$ cat src/rtl/l1_cache_pkg.sv
// Shared types and defaults for the L1 memory arbiter slice.
package l1_cache_pkg;

  typedef enum logic {ARB_INIT, ARB_RUN} arb_state_t;
  typedef enum logic [1:0] {OWN_NONE, OWN_A, OWN_B} rd_owner_t;

  localparam int L1_STARVE_LIMIT = 4;

endpackage

$ cat src/rtl/l1_arb_starve_cnt.sv
// Saturating count of consecutive cycles the core port has been denied;
// force_a_o raises once the count reaches LIMIT.
module l1_arb_starve_cnt
  import l1_cache_pkg::*;
#(
  parameter int LIMIT = L1_STARVE_LIMIT
) (
  input  logic CLK,
  input  logic RST_N,
  input  logic a_req_i,
  input  logic a_gnt_i,
  output logic force_a_o
);

  localparam logic [3:0] LIM = 4'(LIMIT);

  logic [3:0] cnt_q, cnt_d;

  always_comb begin
    cnt_d = cnt_q;
    if (!a_req_i || a_gnt_i)
      cnt_d = '0;
    else if (cnt_q != LIM)
      cnt_d = cnt_q + 4'd1;
  end

  always_ff @(posedge CLK or negedge RST_N) begin
    if (!RST_N) cnt_q <= '0;
    else        cnt_q <= cnt_d;
  end

  assign force_a_o = (cnt_q == LIM);

endmodule

$ cat src/rtl/l1_mem_arb.sv
// Two-port arbiter in front of the single-port L1 memory: refill (B) has
// priority unless the core (A) is starved. Optional stats: L1_MEM_ARB_STAT_EN.
module l1_mem_arb
  import l1_cache_pkg::*;
#(
  parameter int WIDTH        = 32,
  parameter int DEPTH        = 1024,
  parameter int STARVE_LIMIT = L1_STARVE_LIMIT,
  localparam int AW          = $clog2(DEPTH)
) (
  input  logic             CLK,
  input  logic             RST_N,
  input  logic             A_REQ,
  input  logic             A_WE,
  input  logic [AW-1:0]    A_ADDR,
  input  logic [WIDTH-1:0] A_WDATA,
  output logic             A_GNT,
  output logic             A_RVALID,
  output logic [WIDTH-1:0] A_RDATA,
  input  logic             B_REQ,
  input  logic             B_WE,
  input  logic [AW-1:0]    B_ADDR,
  input  logic [WIDTH-1:0] B_WDATA,
  output logic             B_GNT,
  output logic             B_RVALID,
  output logic [WIDTH-1:0] B_RDATA,
  output logic             MEM_EN,
  output logic             MEM_WE,
  output logic [AW-1:0]    MEM_ADDR,
  output logic [WIDTH-1:0] MEM_WDATA,
  input  logic [WIDTH-1:0] MEM_RDATA,
  input  logic             MEM_READY
`ifdef L1_MEM_ARB_STAT_EN
  ,
  output logic [15:0]      STAT_CONFLICT,
  output logic [15:0]      STAT_FORCED
`endif
);

  arb_state_t state_q, state_d;
  rd_owner_t  owner_q, owner_d;
  logic       force_a;

  l1_arb_starve_cnt #(.LIMIT(STARVE_LIMIT)) u_starve (
    .CLK      (CLK),
    .RST_N    (RST_N),
    .a_req_i  (A_REQ),
    .a_gnt_i  (A_GNT),
    .force_a_o(force_a)
  );

  always_comb begin
    state_d = state_q;
    A_GNT   = 1'b0;
    B_GNT   = 1'b0;
    unique case (state_q)
      ARB_INIT: if (MEM_READY) state_d = ARB_RUN;
      ARB_RUN: begin
        A_GNT = A_REQ & (~B_REQ | force_a);
        B_GNT = B_REQ & ~A_GNT;
      end
    endcase

    MEM_EN    = A_GNT | B_GNT;
    MEM_WE    = (A_GNT & A_WE) | (B_GNT & B_WE);
    MEM_ADDR  = A_GNT ? A_ADDR  : (B_GNT ? B_ADDR  : '0);
    MEM_WDATA = A_GNT ? A_WDATA : (B_GNT ? B_WDATA : '0);

    // Owner of next cycle's MEM_RDATA.
    owner_d = OWN_NONE;
    if (A_GNT && !A_WE)      owner_d = OWN_A;
    else if (B_GNT && !B_WE) owner_d = OWN_B;
  end

  always_ff @(posedge CLK or negedge RST_N) begin
    if (!RST_N) begin
      state_q <= ARB_INIT;
      owner_q <= OWN_NONE;
    end else begin
      state_q <= state_d;
      owner_q <= owner_d;
    end
  end

  assign A_RVALID = (owner_q == OWN_A);
  assign B_RVALID = (owner_q == OWN_B);
  assign A_RDATA  = A_RVALID ? MEM_RDATA : '0;
  assign B_RDATA  = B_RVALID ? MEM_RDATA : '0;

`ifdef L1_MEM_ARB_STAT_EN
  logic [15:0] conflict_q, forced_q;

  always_ff @(posedge CLK or negedge RST_N) begin
    if (!RST_N) begin
      conflict_q <= '0;
      forced_q   <= '0;
    end else begin
      if (state_q == ARB_RUN && A_REQ && B_REQ && conflict_q != 16'hFFFF)
        conflict_q <= conflict_q + 16'd1;
      if (A_GNT && B_REQ && force_a && forced_q != 16'hFFFF)
        forced_q <= forced_q + 16'd1;
    end
  end

  assign STAT_CONFLICT = conflict_q;
  assign STAT_FORCED   = forced_q;
`endif

endmodule

$ cat config.mk
export PLATFORM = sky130hd
export DESIGN_NAME = l1_mem_arb
export DESIGN_NICKNAME = d
export VERILOG_FILES = /design/src/rtl/l1_cache_pkg.sv /design/src/rtl/l1_arb_starve_cnt.sv /design/src/rtl/l1_mem_arb.sv
export SDC_FILE = /design/constraint.sdc
export NUM_CORES = 1
export LEC_CHECK = 0
export ABC_AREA = 1
export BUFFER_PORTS_ARGS = -buffer_cell sky130_fd_sc_hd__buf_2
export CELL_PAD_IN_SITES_DETAIL_PLACEMENT = 1
export CELL_PAD_IN_SITES_GLOBAL_PLACEMENT = 2
export CORE_MARGIN = 3
export CORE_UTILIZATION = 12
export DETAILED_ROUTE_END_ITERATION = 8
export GPL_TIMING_DRIVEN = 0
export PLACE_DENSITY_LB_ADDON = 0.15
export SLEW_MARGIN = 20
export SYNTH_ARGS = -nofsm -noshare
export SYNTH_HDL_FRONTEND = slang
export SYNTH_SLANG_ARGS = --single-unit
$ cat constraint.sdc
create_clock -name CLK -period 3.3 [get_ports CLK]
set_input_delay 0 -clock CLK [delete_from_list [all_inputs] [get_ports CLK]]
set_output_delay 0 -clock CLK [all_outputs]
set_load 0.005 [all_outputs]
==> impl_metrics.toml, run 1 <==
[run_status]
run_status = "finished clean"

[logic_synthesis]
yosys_warnings = 0
synth_top_area_share_pct = 17.0
synth_seq_area_share_pct = 10.8
postSynthCellCount = 302
avgSynthCellArea_um2 = 5.36
largest_area_contributor_in_the_netlist = "sky130_fd_sc_hd__nand4_1"
synth_seq_cells = 7
postSynthNetCount = 427
synth.top_cells.by_area = "sky130_fd_sc_hd__nand4_1 17%, sky130_fd_sc_hd__nor2_1 17%, sky130_fd_sc_hd__nand2_1 12%"
syn_area_um2 = 1620
ys_types = 19

[timing]
final.hold.worst_slack_ns = 0.155
period_share_pct = 53.4
max_freq_ghz = 0.568
finalWorstPathRequiredPeriod_ns = 1.76
final_max_slew_viol_count = 0
skew_ns = 0.00174
max_slew_margin_pct = 67.1
final-setup-viol-count = 0
tightestPinTransition_ns = 0.494
rsz0062_at_grt = "false"
timing.final.hold_violations = 0
setup-tns-final_ns = 0

[floorplanning]
io-pin-count = 235
core_area_um2 = 12900
floorplan.rows = 41
design.die.area_um2 = 14900
initial_utilization_pct = 12.6
floorplan_die_height_um = 122
die_w_um = 122

[setup_path]
crit_path_max_fanout = 10
timing.critical_path.to_type = "output port"
slowest_stage = "sky130_fd_sc_hd__dfrtp_1"
ff2ff_setup_slack_ns = 1.80
first_element_of_the_critical_path = "u_starve.cnt_q[0]"
critPathArrivalTime_ns = 1.76
critical_path.reg2reg.endpoint = "u_starve.cnt_q[2]"
worstSetupStartpointType = "flip-flop"
timing.critical_path.cells = "inv_1 -> ha_1 -> nand3_4 -> nand2_8 -> nand2_8 -> buf_6 -> nand3_1 -> nand2_1 -> buf_2"
crit_path_max_incr_delay_ns = 0.42
capturing_element_of_the_worst_setup_path = "MEM_WDATA[30]"
timing.critical_path.required_ns = 3.30
worst_r2r_startpoint = "u_starve.cnt_q[0]"
worstSetupPathType = "reg -> out"
timing.critical_path.mode_cell = "sky130_fd_sc_hd__nand2_8"
worst_r2r_path_depth = 7

[drt]
detail_route.iter0.violations = 61
detail_route.first_pass.iterations = 4
detail-route-antenna-nets = 0
route.detailed.vias_per_inst = 4.09
drc_errors = 0
via_count = 2925
drt-wirelength-per-cell_um = 13.7
totalWireLength_mm = 9.81

[global_routing]
grt_pass1_vias = 2901
grt_first_pass_wirelength_mm = 14.4
largest_net_degree_at_the_start_of_global_routing = 11
groute.usage.overall_pct = 11.8
antenna_found_initial = 0
grt_use_met1_pct = 12.5
met3_layer_usage_reported_by_global_route_pct = 4.64
globalRouteMet2Util_pct = 22.6
grt_busiest_layer = "met2"
global_route_total_overflow = 0

[cts]
tritoncts.num_buffers = 3
ctsResizeCount = 0
number_of_setup_buffers_added_after_cts = 0
cts_sinks = 7
clkSlewWorstSetupHoldPaths_ns = 0.04
clock_insertion_delay_worst_skew_ns = 0.23
clockRootBuffer = "sky130_fd_sc_hd__clkbuf_16"
postCtsHoldBufs = 4
tritoncts = "yes"
cts_htree_levels = 1
cts.path.max_buffers = 2

[finish]
flow.area_growth_from_synthesis_pct = 92.7
n_fill_cell = 1746
insertedDiodeCount = 0
layout-drive-gt1-share_pct = 48.4
final_core_utilization_pct = 24.2
num-nets-final = 669

[pwr]
share_clk_of_total_power_pct = 31.8
internal-power_mw = 0.413
p_leak_nw = 2.10
power.net_switching_mw = 0.228
swShare_pct = 35.6
comb_power_share_pct = 53.3
seqPwrFrac_pct = 15.0
power_density_nw_per_um2 = 205
ir_drop_uv = 113

[placed_design]
buffers_added_on_ports = 233
gpl.final_weighted_congestion = 0.699
post-dp-hpwl_mm = 8.23

[worst_hold_path]
worst_hold_path_type = "in -> async"

[run]
drv.max_cap_violation_count = 0
-- worst max-delay path: cells and delay by family, from the launching register on --
kind	cells	cell delay [ns]
flops	1	0.42
fa+ha+maj	1	0.23
buf+inv	3	0.36
simple gates	5	0.51
-- flip-flops by register name, summed over array words and instances (netlist names) --
| register | flops |
|---|---|
| u_starve.cnt_q | 4 |
| state_q | 1 |
| owner_q | 2 |
-- per-layer routing --
metal | routed length, um | up-vias
met5 | 0 | -
met4 | 21 | 0
met3 | 1270 | 2
met2 | 4880 | 153
met1 | 3650 | 1312
li1 | - | 1458
-- worst min-delay path by stage --
stage,cells past startpoint,end,start
6_report,2,u_starve.cnt_q[2],RST_N
4_1_cts,2,u_starve.cnt_q[2],RST_N
3_3_place_gp,1,state_q,RST_N
5_1_grt,2,u_starve.cnt_q[2],RST_N
2_1_floorplan,0,owner_q[0],RST_N
3_5_place_dp,1,state_q,RST_N
-- power by group through the flow --
stage | sequential [mW] | clock [mW] | combinational, mW
4_1_cts | 0.0961 | 0.207 | 0.350
5_1_grt | 0.0971 | 0.212 | 0.386
2_1_floorplan | 0.0955 | 0 | 0.158
6_report | 0.0959 | 0.203 | 0.341
3_5_place_dp | 0.0969 | 0 | 0.345
3_3_place_gp | 0.0969 | 0 | 0.341
-- through the flow --
step / power, mW / instance area [um^2] / setup slack [ns] / cells
after global placement: 0.438 / 3000 / 1.80 / 707
after floorplan: 0.253 / 1620 / 2.00 / 302
after detailed placement: 0.441 / 3000 / 1.76 / 707
after global routing: 0.696 / 3120 / 1.37 / 715
after CTS: 0.653 / 3120 / 1.50 / 715
final: 0.641 / 3120 / 1.54 / 715
-- synthesized netlist by cell type (all sizes together) --
master,instances
buf,15
nand3,47
or2,1
dfrtp,7
nor2,72
nand2,55
ha,2
inv,44
xor2,1
clkbuf,13
nand4,44
o21ai,1
-- cells in the final DEF, fill, tap and decap left out, drive strengths merged --
master and n:
buf 248, nor2 72, nand2 55, nand3 47
nand4 44, inv 44, clkbuf 17, dfrtp 7
dlygate4sd3 4, ha 2, or2 1, o21ai 1
xor2 1
-- final cells by class --
cell class | instances | area (um^2) | area share, %
Buffer | 28 | 160 | 5.14
Sequential cell | 7 | 175 | 5.62
Multi-Input combinational cell | 223 | 1120 | 35.8
Tap cell | 172 | 215 | 6.90
Inverter | 44 | 165 | 5.30
Clock buffer | 4 | 78.8 | 2.53
Timing Repair Buffer | 237 | 1210 | 38.7
-- logic make-up (layout without fill, tap and decap cells) --
| group | count (synthesis) | in the layout | synth area share (%) |
|---|---|---|---|
| and+or+nand+nor | 219 | 219 | 66.7 |
| buffers and inverters | 72 | 313 | 20.1 |
| DFF | 7 | 7 | 10.8 |
| adders and majority gates | 2 | 2 | 1.55 |
| AOI/OAI and AO/OA | 1 | 1 | 0.309 |
| xor gates and xnor gates | 1 | 1 | 0.541 |
(Power assumes the default switching activity.)
==> inputs of run 2 (changes only) <==
CORE_UTILIZATION = 10   (was 12)
clock period = 1.6 ns   (was 3.3 ns; I/O delays follow)
==> impl_metrics.toml, run 2 (synthesized netlist as in run 1, its figures left out) <==
[run_status]
run_status = "finished clean"

[setup_path]
worst_path_dominant_cell_family = "simple AND/OR/NAND/NOR gates"
crit_cells = 9
first_element_of_the_critical_path = "u_starve.cnt_q[1]"
critPathArrivalTime_ns = 1.58
worstSetupStartpointType = "flip-flop"
critical_path.reg2reg.endpoint = "u_starve.cnt_q[1]"
slowest_stage = "sky130_fd_sc_hd__dfrtp_1"
worst_r2r_path_depth = 8
worst_r2r_startpoint = "u_starve.cnt_q[1]"
crit_path_max_fanout = 10
timing.critical_path.cells = "inv_2 -> ha_4 -> nand3_4 -> nand2_8 -> nand2_8 -> buf_6 -> nand3_1 -> nand2_1 -> buf_2"
capturing_element_of_the_worst_setup_path = "MEM_ADDR[0]"
timing.critical_path.mode_cell = "sky130_fd_sc_hd__nand2_8"
timing.critical_path.required_ns = 1.60
count_of_buffering_cells_on_the_critical_path_with_inverters_included = 3
timing.critical_path.to_type = "output port"
crit_path_max_incr_delay_ns = 0.38
ff2ff_setup_slack_ns = 0.18
worstSetupPathType = "reg -> out"

[placed_design]
buffers_added_on_ports = 233
gpl.final_weighted_congestion = 0.762
placed_cell_area_um2 = 3050
dp.cells = 746
dp_slack_ns = 0.0284
post-dp-hpwl_mm = 8.48

[cts]
tritoncts.num_buffers = 3
cts_sinks = 7
clock_insertion_delay_worst_skew_ns = 0.23
tritoncts = "yes"
cts_htree_levels = 1
cts.path.max_buffers = 2
clkSlewWorstSetupHoldPaths_ns = 0.03
clockRootBuffer = "sky130_fd_sc_hd__clkbuf_16"

[drt]
totalWireLength_mm = 10.3
drt-wirelength-per-cell_um = 13.5
detail-route-antenna-nets = 0
detail_route.first_pass.iterations = 4
detail_route.iter0.violations = 49
via_count = 2968
route.detailed.vias_per_inst = 3.88
drc_errors = 0

[pwr]
power_density_nw_per_um2 = 410
ir_drop_uv = 306
swShare_pct = 35.6
seqPwrFrac_pct = 13.8
internal-power_mw = 0.905
comb_power_share_pct = 56.6
power_mw = 1.41
share_clk_of_total_power_pct = 29.6
power.net_switching_mw = 0.501
p_leak_nw = 2.21

[global_routing]
grt_first_pass_wirelength_mm = 15.8
largest_net_degree_at_the_start_of_global_routing = 11
global_route_total_overflow = 0
grt_pass1_vias = 3125
antenna_found_initial = 0
groute.usage.overall_pct = 10.6

[timing]
timing.final.hold_violations = 0
setup-tns-final_ns = 0
max_slew_margin_pct = 68.7
period_share_pct = 98.8
max_freq_ghz = 0.633
tightestPinTransition_ns = 0.469
final-setup-viol-count = 0
finalWorstPathRequiredPeriod_ns = 1.58
final_max_slew_viol_count = 0
skew_ns = 0.000292
setup_slack_ns = 0.0191
rsz0062_at_grt = "true"

[finish]
largest_register_ffs = 4
finalNonFillerCells = 764
num-nets-final = 679
insertedDiodeCount = 0
flow.area_growth_from_synthesis_pct = 112
largest_registers = "u_starve.cnt_q (4), owner_q (2), state_q (1)"
largest_register = "u_starve.cnt_q"
layout-drive-gt1-share_pct = 53.9
layout_commonest_cell = "sky130_fd_sc_hd__buf_2"
layout_common_cells = "234 x sky130_fd_sc_hd__buf_2, 72 x sky130_fd_sc_hd__nor2_1, 52 x sky130_fd_sc_hd__nand2_1"
fin_area_um2 = 3430

[run]
drv.max_cap_violation_count = 0

[floorplanning]
io-pin-count = 235
die_w_um = 133
initial_utilization_pct = 10.4
floorplan.rows = 45
core_area_um2 = 15500
design.die.area_um2 = 17700
floorplan_die_height_um = 133

[worst_hold_path]
worst_hold_path_type = "in -> async"
-- run 2: cell count changes in the layout (fill, tap and decap cells not counted), moves of 4 or more --
| cell | previous run | this run |
|---|---|---|
| sky130_fd_sc_hd__buf_2 | 238 | 234 |
| sky130_fd_sc_hd__buf_4 | 5 | 9 |
| sky130_fd_sc_hd__buf_8 | 0 | 4 |
| sky130_fd_sc_hd__clkbuf_1 | 14 | 9 |
| sky130_fd_sc_hd__nand3_1 | 38 | 20 |
| sky130_fd_sc_hd__nand3_2 | 8 | 26 |
-- run 2: metrics by stage --
step	hold slack (ns)	util, %
6_report	0.163	22.1
5_1_grt	0.197	22.1
4_1_cts	0.182	20.9
3_5_place_dp	-0.157	19.6
3_3_place_gp	-0.160	19.6
2_1_floorplan	-0.296	-
-- run 2: worst min-delay path by stage --
stage / start / end / slack (ns) / depth (start not counted)
final: RST_N / owner_q[1] / 0.16 / 2
after CTS: RST_N / owner_q[0] / 0.18 / 2
after floorplan: RST_N / owner_q[0] / -0.30 / 0
after global placement: RST_N / owner_q[0] / -0.16 / 1
after detailed placement: RST_N / owner_q[0] / -0.16 / 1
after global routing: RST_N / owner_q[1] / 0.20 / 2
-- run 2: cell type report --
| class | count | area [um^2] |
|---|---|---|
| Clock buffer | 4 | 78.8 |
| Buffer | 28 | 204 |
| Fill cell | 2050 | 12100 |
| Multi-Input combinational cell | 225 | 1240 |
| Inverter | 44 | 165 |
| Timing Repair Buffer | 245 | 1300 |
| Sequential cell | 7 | 175 |
| Tap cell | 211 | 264 |
-- run 2: what timing repair did --
item	in CTS	in global routing
hold buffers	4	0
setup endpoints to repair	46	58
gates cloned	1	3
hold endpoints to repair	10	0
resized for setup	11	31
pin swaps	4	4
setup buffers	4	2
-- run 2: routing by layer --
layer	up-vias	part of all wire, %	GRT usage, %	wire (um)
met4	0	1.8	2.17	184
li1	1483	-	-	-
met3	14	12	4.91	1240
met5	-	0	0	0
met1	1314	37	11.6	3770
met2	157	49	19.0	5080
-- run 2: power by group through the flow --
stage | registers (mW) | clock network (mW) | logic [mW]
4_1_cts | 0.195 | 0.424 | 0.762
3_5_place_dp | 0.200 | 0 | 0.717
2_1_floorplan | 0.197 | 0 | 0.325
3_3_place_gp | 0.200 | 0 | 0.712
6_report | 0.194 | 0.416 | 0.796
5_1_grt | 0.196 | 0.434 | 0.901
==> inputs of run 3 (changes only) <==
CORE_MARGIN = default   (was 3)
CTS_CLUSTER_DIAMETER = 60   (was default)
==> impl_metrics.toml, run 3 (synthesized netlist as in run 1, its figures left out) <==
[drt]
via_count = 2954
drc_errors = 0
totalWireLength_mm = 9.79
route.detailed.vias_per_inst = 3.85
detail_route.first_pass.iterations = 4
detail-route-antenna-nets = 0
drt-wirelength-per-cell_um = 12.8
detail_route.iter0.violations = 37

[cts]
tritoncts.num_buffers = 3
cts_sinks = 7
tritoncts = "yes"
cts.path.max_buffers = 2
clock_insertion_delay_worst_skew_ns = 0.23
cts_htree_levels = 1
clockRootBuffer = "sky130_fd_sc_hd__clkbuf_16"
clkSlewWorstSetupHoldPaths_ns = 0.03

[global_routing]
grt_first_pass_wirelength_mm = 14.3
global_route_total_overflow = 0
grt_pass1_vias = 2932
largest_net_degree_at_the_start_of_global_routing = 11
antenna_found_initial = 0
groute.usage.overall_pct = 10.6

[finish]
layout_common_cells = "234 x sky130_fd_sc_hd__buf_2, 72 x sky130_fd_sc_hd__nor2_1, 52 x sky130_fd_sc_hd__nand2_1"
final_core_utilization_pct = 21.1
flow.area_growth_from_synthesis_pct = 106
largest_register_ffs = 4
largest_register = "u_starve.cnt_q"
n_fill_cell = 2081
largest_registers = "u_starve.cnt_q (4), owner_q (2), state_q (1)"
layout_commonest_cell = "sky130_fd_sc_hd__buf_2"
num-nets-final = 677
fin_area_um2 = 3340
insertedDiodeCount = 0
finalNonFillerCells = 767
layout-drive-gt1-share_pct = 51.9

[timing]
period_share_pct = 100
max_slew_margin_pct = 68.0
setup_slack_ns = -0.0000780
final.hold.worst_slack_ns = 0.146
max_freq_ghz = 0.625
final_max_slew_viol_count = 0
finalWorstPathRequiredPeriod_ns = 1.60
skew_ns = 0.000646
setup-tns-final_ns = -0.0000780
rsz0062_at_grt = "true"
tightestPinTransition_ns = 0.480
final-setup-viol-count = 1
timing.final.hold_violations = 0

[floorplanning]
initial_utilization_pct = 10.2
io-pin-count = 235
core_area_um2 = 15800
floorplan_die_height_um = 129
design.die.area_um2 = 16700
die_w_um = 129
floorplan.rows = 46

[run]
drv.max_cap_violation_count = 0

[setup_path]
worstSetupStartpointType = "flip-flop"
worst_r2r_startpoint = "u_starve.cnt_q[0]"
crit_path_max_incr_delay_ns = 0.39
worstSetupPathType = "reg -> out"
timing.critical_path.cells = "inv_2 -> ha_4 -> nand3_4 -> nand2_8 -> nand2_8 -> buf_6 -> nand3_1 -> nand2_1 -> buf_2"
crit_path_max_fanout = 10
timing.critical_path.to_type = "output port"
worst_r2r_path_depth = 7
first_element_of_the_critical_path = "u_starve.cnt_q[0]"
timing.critical_path.required_ns = 1.60
timing.critical_path.mode_cell = "sky130_fd_sc_hd__nand2_8"
critPathArrivalTime_ns = 1.60
slowest_stage = "sky130_fd_sc_hd__dfrtp_1"

[worst_hold_path]
worst_hold_path_type = "in -> async"

[pwr]
power_density_nw_per_um2 = 415
power_mw = 1.39
ir_drop_uv = 389
p_leak_nw = 2.18

[run_status]
violated_checks = "negative setup slack"
run_status = "finished, violations left"

[placed_design]
placed_cell_area_um2 = 3050
gpl.final_weighted_congestion = 0.686
buffers_added_on_ports = 233
dp.cells = 751
dp_slack_ns = -0.0714
post-dp-hpwl_mm = 7.95
==> run 3: worst paths after layout <==
kind	endpoint	slack [ns]
max	MEM_WDATA[30]	-0.00008
min	u_starve.cnt_q[1]	0.15
max reg2reg	u_starve.cnt_q[1]	0.13
min reg2reg	u_starve.cnt_q[3]	0.60
max in group asynchronous	state_q	1.29
min in group CLK	u_starve.cnt_q[0]	0.27
==> run 3: worst max-delay path, delay by kind of cell (launching register included) <==
family                     cells  cell delay (ns)
and+or+nand+nor                5             0.44
adders and majority gates      1             0.15
DFF                            1             0.39
buffers and inverters          3             0.38
==> run 3: per-layer routing <==
layer	track usage, %	routed length (um)	vias up
li1	-	-	1475
met1	11.3	3730	1300
met2	20.3	4790	173
met3	3.10	1170	6
met4	2.56	100	0
met5	0	0	-
==> run 3: power breakdown <==
group	switching [mW]	internal, mW
logic	0.398	0.374
clock network	0.0881	0.331
registers	0.00801	0.187
==> run 3: cell type report <==
type / count / area [um^2] / area share (%)
timing repair buffer: 244 / 1280 / 38.3
multi-input combinational: 224 / 1180 / 35.3
tap: 216 / 270 / 8.10
buffer: 28 / 191 / 5.74
inverter: 44 / 165 / 4.95
sequential: 7 / 175 / 5.25
clock buffer: 4 / 78.8 / 2.36
==> run 3: what timing repair did <==
action                                  CTS  global route
setup buffers                             5             1
pin swaps                                 2             1
hold buffers                              4             0
resized for setup                        12            14
gates cloned                              0             2
endpoints found under the setup margin   52            64
endpoints found under the hold margin    10             0
